==> config.mk <==
export PLATFORM = sky130hd
export DESIGN_NAME = tribus_arbiter
export DESIGN_NICKNAME = d
export VERILOG_FILES = /design/src/rtl/tribus_arbiter.sv
export SDC_FILE = /design/constraint.sdc
export NUM_CORES = 1
export LEC_CHECK = 0
export BUFFER_PORTS_ARGS = -buffer_cell sky130_fd_sc_hd__buf_2
export CAP_MARGIN = 20
export CORE_MARGIN = 2
export CORE_UTILIZATION = 48
export DETAILED_ROUTE_END_ITERATION = 7
export MAX_ROUTING_LAYER = met4
export PLACE_DENSITY = 0.88
export SLEW_MARGIN = 40
export SYNTH_ARGS = -nofsm -noshare
export SYNTH_HDL_FRONTEND = slang
export SYNTH_SLANG_ARGS = --single-unit
==> constraint.sdc <==
create_clock -name clk -period 2.85 [get_ports clk]
set_input_delay 0 -clock clk [delete_from_list [all_inputs] [get_ports clk]]
set_output_delay 0 -clock clk [all_outputs]
set_load 0.01 [all_outputs]
==> src/rtl/tribus_arbiter.sv <==
// tribus_arbiter: round-robin owner sequencer for a shared tri-state bus.
// Produces one-hot bufif1 enables with an all-off turnaround between owners
// and a bounded hold time per grant.
// Optional bus keeper: define TRIBUS_KEEPER_EN to drive the last owned value
// onto the bus while nobody owns it; otherwise the bus relies on an external pull.
module tribus_arbiter #(
  parameter int N        = 4,
  parameter int W        = 8,
  parameter int HOLD_MAX = 8,
  parameter int TURN     = 1
) (
  input  logic                 clk,
  input  logic                 reset,
  input  logic [N-1:0]         req,
  input  logic [N-1:0]         done,
  input  logic [W-1:0]         bus_in,
  output logic [N-1:0]         grant,
  output logic [N-1:0]         oe,
  output logic [$clog2(N)-1:0] owner,
  output logic                 busy,
  output logic                 timeout,
  output logic                 keep_oe,
  output logic [W-1:0]         keep_val
);

  localparam int IW = $clog2(N);
  localparam int CW = $clog2(HOLD_MAX + 1);
  localparam int TW = $clog2(TURN + 1);

  typedef enum logic [1:0] {ST_IDLE, ST_GRANT, ST_TURN} state_t;

  state_t          state, state_d;
  logic [IW-1:0]   rr_ptr, rr_d;
  logic [CW-1:0]   hold_cnt, hold_d;
  logic [TW-1:0]   turn_cnt, turn_d;
  logic [N-1:0]    grant_d;
  logic [IW-1:0]   owner_d;
  logic            busy_d, timeout_d;
  logic [IW-1:0]   winner;
  logic            at_max, vol_rel;

  // First requester at or above the pointer, wrapping from N-1 back to 0.
  function automatic logic [IW-1:0] rr_pick(input logic [N-1:0] r, input logic [IW-1:0] p);
    logic [IW-1:0] w;
    logic          found;
    int            idx;
    w     = p;
    found = 1'b0;
    for (int i = 0; i < N; i++) begin
      idx = int'(p) + i;
      if (idx >= N) idx = idx - N;
      if (!found && r[IW'(idx)]) begin
        w     = IW'(idx);
        found = 1'b1;
      end
    end
    return w;
  endfunction

  assign winner  = rr_pick(req, rr_ptr);
  assign at_max  = (hold_cnt == CW'(HOLD_MAX));
  // A voluntary release (done or dropped request) outranks the hold limit.
  assign vol_rel = done[owner] | ~req[owner];
  assign oe      = grant;

  // Next-state and next-output decode; everything visible is registered below.
  always_comb begin
    state_d   = state;
    rr_d      = rr_ptr;
    hold_d    = hold_cnt;
    turn_d    = turn_cnt;
    grant_d   = grant;
    owner_d   = owner;
    busy_d    = busy;
    timeout_d = 1'b0;
    case (state)
      ST_IDLE: begin
        if (|req) begin
          state_d = ST_GRANT;
          grant_d = N'(1) << winner;
          owner_d = winner;
          busy_d  = 1'b1;
          hold_d  = CW'(1);
        end
      end
      ST_GRANT: begin
        if (vol_rel || at_max) begin
          state_d   = ST_TURN;
          grant_d   = '0;
          busy_d    = 1'b0;
          hold_d    = '0;
          turn_d    = TW'(1);
          rr_d      = (owner == IW'(N - 1)) ? '0 : owner + IW'(1);
          timeout_d = at_max & ~vol_rel;
        end else begin
          hold_d = hold_cnt + CW'(1);
        end
      end
      ST_TURN: begin
        if (turn_cnt == TW'(TURN)) begin
          state_d = ST_IDLE;
          turn_d  = '0;
        end else begin
          turn_d = turn_cnt + TW'(1);
        end
      end
      default: begin
        state_d = ST_IDLE;
        grant_d = '0;
        busy_d  = 1'b0;
      end
    endcase
  end

  // State and registered outputs; reset drops all enables immediately.
  always_ff @(posedge clk or posedge reset) begin
    if (reset) begin
      state    <= ST_IDLE;
      rr_ptr   <= '0;
      hold_cnt <= '0;
      turn_cnt <= '0;
      grant    <= '0;
      owner    <= '0;
      busy     <= 1'b0;
      timeout  <= 1'b0;
    end else begin
      state    <= state_d;
      rr_ptr   <= rr_d;
      hold_cnt <= hold_d;
      turn_cnt <= turn_d;
      grant    <= grant_d;
      owner    <= owner_d;
      busy     <= busy_d;
      timeout  <= timeout_d;
    end
  end

`ifdef TRIBUS_KEEPER_EN
  // Keeper samples the bus while owned and drives it whenever no owner does.
  always_ff @(posedge clk or posedge reset) begin
    if (reset) begin
      keep_oe  <= 1'b1;
      keep_val <= '0;
    end else begin
      keep_oe <= (state_d != ST_GRANT);
      if (state == ST_GRANT) keep_val <= bus_in;
    end
  end
`else
  logic unused_bus;
  assign unused_bus = ^bus_in;
  assign keep_oe    = 1'b0;
  assign keep_val   = '0;
`endif

endmodule

==> impl_metrics.py <==
metrics = {
    "status": {
        "status": "completed",
    },
    "worst_setup_path": {
        "startpoint": "owner[1]$_DFFE_PP0P_",
        "ff2ff_path_depth": 3,
        "crit_family": "multiplexers",
        "r2r-start": "owner[1]$_DFFE_PP0P_",
        "arrival_ns": 1.91,
        "cp_num_cells": 3,
        "critPathCaptureType": "flip-flop",
        "setup.worst_path.end": "rr_ptr[0]$_DFFE_PP0P_",
        "worstPathCellList": "mux4_2 > o21ai_4 > mux2_1",
        "path_buf_inv": 0,
        "worst_ep_required_time_ns": 3.02,
        "cp_slowest_stage_delay_ns": 0.63,
        "reg2reg_to": "rr_ptr[0]$_DFFE_PP0P_",
        "critical-path-slowest-cell": "mux4_2",
        "rrSetupSlack_ns": 1.11,
        "cp-start-kind": "flip-flop",
        "worstSetupPathType": "flip-flop to flip-flop",
        "cp_max_fo": 7,
    },
    "global_route": {
        "gr-usage-all-layers_pct": 17.2,
        "antenna_found_initial": 0,
        "grt_pass1_wl_um": 3130,
        "grt_pass1_vias": 746,
        "grt_max_degree": 18,
        "grt.overflow.total": 0,
    },
    "timing": {
        "setup_viol": 0,
        "fin_crit_sh_pct": 61.1,
        "hold_violations": 0,
        "clock_skew_ns": 0.00302,
        "tightest_slew_ns": 0.629,
        "period_minus_slack_ns": 1.74,
        "maxSlewViolCount": 0,
        "rsz0062_at_grt": "no",
        "finalSetupTns_ns": 0,
        "max_freq_mhz": 574,
        "relSlewSlack_pct": 58.0,
    },
    "cts": {
        "cts.sinks": 17,
        "cts_resized": 0,
        "cts_max_level": 1,
        "cts_buffers": 3,
        "clkLatencyLatePin_ns": 0.28,
        "cts_tree": "done",
        "clk_path_buf_depth": 2,
        "ctsRootBufferMaster": "clkbuf_4",
        "path_clk_slew_ns": 0.09,
    },
    "synth": {
        "yosysTopAreaCell": "dfrtp_1",
        "synth.top_cells.by_area": "dfrtp_1 42%, buf_4 9.5%, ha_1 3.7%",
        "netlist.area_leader.share_pct": 41.6,
        "ys_seq_elements": 17,
        "yosysSeqAreaShare_pct": 41.6,
        "syn_inst": 101,
        "yosys_warnings": 0,
        "synth_area_um2": 1020,
        "synth_cell_types": 34,
        "syn_area_per_cell_um2": 10.1,
    },
    "die": {
        "core_area_um2": 1980,
        "die_h_um": 50.2,
        "io_pins": 39,
        "start_util_pct": 51.6,
        "die_w_um": 50.2,
        "die-area_um2": 2520,
        "rows": 16,
    },
    "pwr": {
        "power_density_nw_per_um2": 959,
        "p_leak_uw": 0.000555,
        "ir_worst_vdd_v": 0.000385,
    },
    "finish": {
        "drive_above_1_share_pct": 25.4,
        "fillers": 166,
        "post-route-util_pct": 57.0,
        "final_nets": 144,
        "areaGrowthSynthToFinish_pct": 10.5,
        "antenna-diode-count": 0,
    },
    "detailed_routing": {
        "via_per_inst": 5.37,
        "wl_um": 1820,
        "first_pass_iters": 4,
        "drc": 0,
        "dr.first_iter.drc_count": 13,
        "wl_per_cell_um": 12.2,
        "vias": 800,
        "ant_nets": 0,
    },
    "run": {
        "maxCapViolations": 0,
    },
    "place": {
        "gp_congestion": 0.827,
        "port_buffers": 21,
        "hpwl_um": 1440,
    },
    "worst_hold_path": {
        "hp-class": "primary input to flip-flop",
        "hold_path_depth": 3,
    },
}
==> worst min-delay path by stage <==
| stage | startpoint | endpoint | slack, ns |
|---|---|---|---|
| 2_1_floorplan | reset | busy$_DFFE_PP0P_ | -0.07 |
| 3_3_place_gp | reset | timeout$_DFF_PP0_ | 0.1 |
| 3_5_place_dp | reset | busy$_DFFE_PP0P_ | 0.12 |
| 4_1_cts | req[1] | grant[0]$_DFFE_PP0P_ | 0.18 |
| 5_1_grt | req[1] | grant[0]$_DFFE_PP0P_ | 0.23 |
| 6_report | req[1] | grant[0]$_DFFE_PP0P_ | 0.20 |
==> cell families after synthesis <==
family	share of synthesized area, %
flops	41.6
xor+xnor	0.857
buf+inv	11.0
simple gates	18.1
fa+ha+maj	3.67
compound gates	18.8
other cells	0.367
mux	5.51
==> worst min-delay path: stages <==
cell       delay, ns
buf_2           0.13
o31ai_1         0.16
o2bb2ai_1       0.16
==> Yosys cell counts <==
cell and count:
nand2_1 6, nand3b_1 1, nor2_1 6, nor3_1 2, o21ba_2 1, ha_1 3
conb_1 1, mux2_2 1, a22o_1 4, o21ai_0 3, or2_2 2, nor2b_1 6
nor4_1 2, a32o_1 1, nand2b_1 6, xnor2_1 1, o31ai_1 3, buf_4 13
o2bb2ai_1 1, or3_1 2, dfrtp_1 17, o21ai_4 1, mux4_2 1, o32ai_1 1
o21a_1 1, inv_1 4, a21o_1 2, mux2_1 2, o211a_1 1, o22ai_2 1
nand3_1 2, a211oi_1 1, a21oi_1 1, o22a_1 1
==> power breakdown <==
group	switching (uW)	internal (uW)	leakage [uW]
sequential	98.5	339	0.000215
clock	70.4	54.3	0.0000150
combinational	278	244	0.000325
total	446	637	0.000555
==> cell type report <==
type	instances	area, um2	share of cell area [%]
Clock buffer	4	26.3	2.33
Tap cell	27	33.8	2.99
Timing Repair Buffer	22	115	10.2
Inverter	4	15.0	1.33
Multi-Input combinational cell	75	514	45.5
Sequential cell	17	425	37.7
==> placed cells by master (no fill, tap or decap), types with 2 or more instances in the layout <==
cell and instances:
conb_1 9, nand3_1 2, inv_1 4, o31ai_1 3
nor4_1 2, or3_1 2, o21ai_0 3, a22o_1 4
nor2b_1 6, mux2_1 2, nor3_1 2, dfrtp_1 17
a21o_1 2, or2_2 2, ha_1 3, nand2b_1 6
buf_2 21, clkbuf_4 3, nor2_1 6, nand2_1 6
==> sequential cells by signal (all words and copies together) (netlist names) <==
signal / count
grant: 4
hold_cnt: 4
owner: 2
rr_ptr: 2
state: 2
busy: 1
timeout: 1
turn_cnt: 1
==> routing by layer <==
metal,GRT usage (%),part of all wire (%),routed length (um),vias up
met3,2.68,5.2,95,8
met4,11.6,4.0,72,0
met5,-,0,0,-
met1,18.0,40,734,378
li1,-,-,-,383
met2,29.6,50,917,31
==> repair_timing <==
action,4_1_cts,5_1_grt
hold buffers,1,0
hold endpoints to repair,17,0
setup buffers,0,0
==> through the flow <==
stage	std cells	total power [uW]	setup slack (ns)	hold slack, ns	cell area [um2]
2_1_floorplan	109	844	1.18	-0.0739	1050
3_3_place_gp	144	934	1.15	0.0978	1090
3_5_place_dp	144	966	1.11	0.116	1090
4_1_cts	149	1100	1.09	0.184	1130
5_1_grt	149	1170	1.05	0.230	1130
6_report	149	1080	1.11	0.198	1130
(Power assumes the default switching activity.)
